===== src/rtl/enc_pwm_pkg.sv =====
// enc_pwm_pkg: shared defaults and saturate/wrap mode encoding for enc_pwm_mixer
package enc_pwm_pkg;
  localparam int NCH_DEF = 3;
  localparam int PWM_W_DEF = 8;
  localparam int DEB_CYC_DEF = 8;
  localparam int STEP_DEF = 1;
  typedef enum logic {MODE_WRAP = 1'b0, MODE_SAT = 1'b1} sat_mode_e;
endpackage


===== src/rtl/enc_channel.sv =====
// enc_channel: one quadrature channel - synchroniser, debounce, A-rise decode, level register
// Ports: clk, reset (sync, active-high); a/b raw encoder pins; sat_mode (1 = clamp, 0 = wrap);
//        load/load_value preset (wins over a same-cycle step); level current channel level.
module enc_channel import enc_pwm_pkg::*; #(
  parameter int PWM_W = PWM_W_DEF,
  parameter int DEB_CYC = DEB_CYC_DEF,
  parameter int STEP = STEP_DEF
) (
  input  logic             clk,
  input  logic             reset,
  input  logic             a,
  input  logic             b,
  input  logic             sat_mode,
  input  logic             load,
  input  logic [PWM_W-1:0] load_value,
  output logic [PWM_W-1:0] level
);
  localparam logic [PWM_W:0] ST = (PWM_W+1)'(STEP);
  // bit 0 carries pin A, bit 1 carries pin B
  logic [1:0] s1, s2, deb, deb_q;
  logic [1:0][7:0] cnt;
  logic up, dn;
  logic [PWM_W:0] inc, dec;
  logic [PWM_W-1:0] nxt;
  always_comb begin
    inc = {1'b0, level} + ST;
    dec = {1'b0, level} - ST;
    nxt = load ? load_value
        : up ? ((sat_mode == MODE_SAT && inc[PWM_W]) ? '1 : inc[PWM_W-1:0])
        : dn ? ((sat_mode == MODE_SAT && dec[PWM_W]) ? '0 : dec[PWM_W-1:0])
        : level;
  end
  always_ff @(posedge clk) begin
    if (reset) begin
      s1 <= '0;
      s2 <= '0;
      deb <= '0;
      deb_q <= '0;
      cnt <= '0;
      up <= 1'b0;
      dn <= 1'b0;
      level <= '0;
    end else begin
      s1 <= {b, a};
      s2 <= s1;
      // any cycle where the synchronised pin agrees with the accepted value restarts the run
      for (int p = 0; p < 2; p++) begin
        if (s2[p] == deb[p]) cnt[p] <= '0;
        else if (cnt[p] == 8'(DEB_CYC - 1)) begin
          deb[p] <= s2[p];
          cnt[p] <= '0;
        end else cnt[p] <= cnt[p] + 8'd1;
      end
      deb_q <= deb;
      up <= deb[0] & ~deb_q[0] & ~deb[1];
      dn <= deb[0] & ~deb_q[0] & deb[1];
      level <= nxt;
    end
  end
endmodule


===== src/rtl/enc_pwm_mixer.sv =====
// enc_pwm_mixer: NCH quadrature-driven levels feeding NCH PWM outputs from one shared counter
// Ports: clk, reset (sync, active-high); enc_a/enc_b raw encoder pins; sat_mode clamp/wrap select;
//        load_valid/load_ch/load_value level preset; pwm_out registered PWM; level_out packed levels.
module enc_pwm_mixer import enc_pwm_pkg::*; #(
  parameter int NCH = NCH_DEF,
  parameter int PWM_W = PWM_W_DEF,
  parameter int DEB_CYC = DEB_CYC_DEF,
  parameter int STEP = STEP_DEF
) (
  input  logic                 clk,
  input  logic                 reset,
  input  logic [NCH-1:0]       enc_a,
  input  logic [NCH-1:0]       enc_b,
  input  logic                 sat_mode,
  input  logic                 load_valid,
  input  logic [2:0]           load_ch,
  input  logic [PWM_W-1:0]     load_value,
  output logic [NCH-1:0]       pwm_out,
  output logic [NCH*PWM_W-1:0] level_out
);
  logic [PWM_W-1:0] cnt;
  genvar i;
  generate
    for (i = 0; i < NCH; i++) begin : g_ch
      // out-of-range load_ch matches no channel, so such loads fall away
      enc_channel #(.PWM_W(PWM_W), .DEB_CYC(DEB_CYC), .STEP(STEP)) u_ch (
        .clk(clk),
        .reset(reset),
        .a(enc_a[i]),
        .b(enc_b[i]),
        .sat_mode(sat_mode),
        .load(load_valid && load_ch == 3'(i)),
        .load_value(load_value),
        .level(level_out[i*PWM_W +: PWM_W])
      );
    end
  endgenerate
  always_ff @(posedge clk) begin
    if (reset) begin
      cnt <= '0;
      pwm_out <= '0;
    end else begin
      cnt <= cnt + 1'b1;
      for (int k = 0; k < NCH; k++) pwm_out[k] <= cnt < level_out[k*PWM_W +: PWM_W];
    end
  end
endmodule


===== config.mk =====
export PLATFORM = sky130hd
export DESIGN_NAME = enc_pwm_mixer
export DESIGN_NICKNAME = d
export VERILOG_FILES = /design/src/rtl/enc_pwm_pkg.sv /design/src/rtl/enc_channel.sv /design/src/rtl/enc_pwm_mixer.sv
export SDC_FILE = /design/constraint.sdc
export NUM_CORES = 1
export LEC_CHECK = 0
export BUFFER_PORTS_ARGS = -buffer_cell sky130_fd_sc_hd__buf_2
export CAP_MARGIN = 15
export CORE_AREA = 2 2 104 106
export DETAILED_ROUTE_END_ITERATION = 12
export DIE_AREA = 0 0 106 108
export PLACE_DENSITY = 0.85
export SLEW_MARGIN = 20
export SYNTH_ARGS = -nofsm -noshare
export SYNTH_HDL_FRONTEND = slang
export SYNTH_SLANG_ARGS = --single-unit
export TNS_END_PERCENT = 20

===== constraint.sdc =====
create_clock -name clk -period 6.25 [get_ports clk]
set_clock_uncertainty 0.1 [all_clocks]
set_input_delay 0.625 -clock clk [delete_from_list [all_inputs] [get_ports clk]]
set_output_delay 0.625 -clock clk [all_outputs]
set_load 0.02 [all_outputs]

==> results.toml <==
[grt]
grt_first_pass_wirelength_um = 23200
grt_start_max_net_pins = 57
grt_remaining_overflow = 0
grt_pass1_vias = 4815
grtUsageTotal_pct = 25.0
antenna_found_initial = 0

[synthesis]
synth_warnings = 0
synth-seq-cells = 110
yosys.area.top_type_share_pct = 36.6
netlist_instances = 712
synth_edf_count = 0
synth_area_leaders = "dfxtp_1 (37%), ha_1 (7.1%), nor2_1 (5.7%), xor2_1 (5.1%), nand3_1 (4.2%)"
synth-main-ff-cell = "dfxtp_1"
synth_area_sq_mm = 0.00601
avgSynthCellArea_sq_um = 8.45
async_flop_share_pct = 0
synthesis.nets = 767
synth.distinct_cells = 72
synth_area_leader_cell = "dfxtp_1"
ys_seq_area_share_pct = 36.6

[setup_path]
path_cells = "inv_1 -> ha_1 -> or3b_2 -> nor3_1 -> mux2_2 -> a2111o_1 -> a21oi_1"
cp_top_family = "simple AND/OR/NAND/NOR gates"
cp.required_ns = 6.45
path_class = "register to register"
cpMaxStageDelayCell = "or3b_2"
worstReg2RegStart = "g_ch[2].u_ch.level[0]"
reg2reg_to = "g_ch[2].u_ch.level[6]"
crit_fanout = 10
worstRegToRegCells = 7
max_stage_delay_ns = 0.50
regToRegSetupSlack_ns = 3.71
worst_setup_path_start_kind = "register"
path_buf_inv = 1
cp_data_arrival_time_ns = 2.74
end_kind = "register"

[timing]
worst_pin_slew_ns = 0.732
slew_viol_final = 0
tns_ns = 0
setup_viol = 0
finalCritPeriodShare_pct = 40.6
fmax_ghz = 0.394
hold_viol = 0
slew_headroom_pct = 50.5
layout_min_cycle_time_ns = 2.54
rsz0062_at_grt = "no"

[clock_network]
cts-resized-gates = 0
holdBufCountCts = 0
clock-sinks = 110
clkLatencyLatePin_ns = 0.37
cts_tree = "built"
cts_buffers = 9
cts_root_buffer = "clkbuf_8"
h-tree-depth = 3
cts.clk_slew.worst_paths_ns = 0.10
cts_setup_buffers = 0
cts_max_path_buffers = 2

[final_layout]
final_cell_mix = "dfxtp_1 (110), nor2_1 (91), nand3_1 (50)"
final_cells = 881
diodes = 0
drive_above_1_share_pct = 11.4
ff_latch_area_sq_mm = 0.00220
nets = 795
multi_input_area_sq_mm = 0.00353
syn_to_final_growth_pct = 8.09
layout_commonest_cell = "dfxtp_1"
fill_cells = 853

[floorplanning]
initial_utilization_pct = 58.8
row_count = 37
core_sq_mm = 0.0102
ios = 48
fp.dieH_um = 108
die_w_um = 106
dieArea_sq_mm = 0.0114

[routing]
dr.pass1.iters = 5
wl_um = 14200
vias_per_cell = 6.14
postRouteAntennaNets = 0
drt_iter0_drc = 613
routedWlPerCell_um = 16.1
vias = 5409
drc_errors = 0

[hold_path]
hold_path_end = "g_ch[2].u_ch.up"
hp-start = "g_ch[2].u_ch.deb_q[0]"
min_path_cells = 1
min_path_type = "register to register"

[power_and_ir_drop]
ir_drop_uv = 119
power_leakage_nw = 2.63
power.density_mw_per_mm2 = 203

[flow_run]
max_cap_violations = 0

[place]
port_buffers = 47
place.gp.congestion = 0.980
place_hpwl_um = 10400
dpl.cell_count = 865

[run_status]
status = "completed"
[registers in the layout, indices dropped and copies added, names as in the netlist]
| register | count |
|---|---|
| g_ch.u_ch.dn | 3 |
| g_ch.u_ch.cnt | 48 |
| cnt | 8 |
| g_ch.u_ch.deb | 6 |
| g_ch.u_ch.s2 | 6 |
| pwm_out | 3 |
| g_ch.u_ch.up | 3 |
| g_ch.u_ch.level | 24 |
| g_ch.u_ch.s1 | 6 |
| g_ch.u_ch.deb_q | 3 |
[cell type report]
class	count	share of cell area [%]
multi-input cells	533	54.3
flip-flops and latches	110	33.9
clock inverters	5	0.982
inverters	36	2.08
well taps	136	2.62
clock buffers	11	2.18
repair buffers	50	3.97
[metrics by stage]
step                hold WS (ns)  total power, mW  utilization [%]  setup slack (ns)  cell area [sq um]
floorplan                  0.289            0.851                -              3.90               6010
global placement           0.293            0.892             61.5              3.53               6290
detailed placement         0.305            0.898             61.5              3.47               6290
CTS                        0.325             1.33             63.5              3.72               6500
global route               0.343             1.38             63.5              3.66               6500
finish                     0.320             1.32             63.5              3.71               6500
[kinds of logic after synthesis]
family,count (synthesis),share of synthesized area [%]
compound gates,145,16.7
flops,110,36.6
simple gates,293,25.8
fa+ha+maj,34,7.07
mux,9,1.52
xor+xnor,52,7.57
buf+inv,69,4.68
[worst reg2reg max path: cells and delay by family (launching register included)]
| kind | cells | cell delay [ns] |
|---|---|---|
| AND/OR/NAND/NOR | 2 | 0.72 |
| AO/OA/AOI/OAI | 2 | 0.55 |
| flip-flops | 1 | 0.42 |
| multiplexers | 1 | 0.36 |
| adder cells (fa/ha/maj) | 1 | 0.22 |
| buffers and inverters | 1 | 0.12 |
[worst max path at each step]
stage | cells after the start | slack, ns | startpoint | to
3_5_place_dp | 6 | 3.47 | reset | g_ch[1].u_ch.level[2]
5_1_grt | 7 | 3.66 | g_ch[2].u_ch.level[0] | g_ch[2].u_ch.level[6]
4_1_cts | 7 | 3.72 | g_ch[2].u_ch.level[0] | g_ch[2].u_ch.level[6]
6_report | 7 | 3.71 | g_ch[2].u_ch.level[0] | g_ch[2].u_ch.level[6]
2_1_floorplan | 7 | 3.90 | g_ch[2].u_ch.level[0] | g_ch[2].u_ch.level[6]
3_3_place_gp | 6 | 3.53 | reset | g_ch[1].u_ch.level[2]
[where the power goes]
part / switching (mW) / leakage (nW) / total [mW] / internal [mW]
clock network: 0.233 / 0.101 / 0.433 / 0.200
registers: 0.0184 / 0.892 / 0.734 / 0.715
logic: 0.0899 / 1.64 / 0.151 / 0.0611
total: 0.342 / 2.63 / 1.32 / 0.977
[Yosys cell counts, types with 5 or more instances]
library cell and instances:
dfxtp_1 110, nor2_1 91, nand3_1 50, nand2_1 36, xor2_1 35, ha_1 34
inv_1 34, o21ai_0 31, a21oi_1 27, and3_1 20, nor2b_1 20, clkbuf_1 18
nor3_1 17, xnor2_1 17, a31oi_1 10, mux2i_1 8, o211ai_1 8, a211o_1 7
a21o_1 7, buf_2 7, o221ai_1 7, a2111oi_0 6, nand4_1 6, nor3b_1 6
nor4_1 6, or2_2 6, a221oi_1 5, nand2b_1 5
[layer usage]
| layer | part of all wire [%] | vias up | track usage (%) |
|---|---|---|---|
| met2 | 47 | 213 | 41.8 |
| met5 | 0 | - | 0 |
| met4 | 1.8 | 0 | 8.18 |
| met3 | 7.7 | 23 | 4.52 |
| met1 | 44 | 2553 | 32.8 |
| li1 | - | 2620 | - |
Power figures use the tool's default switching activity.
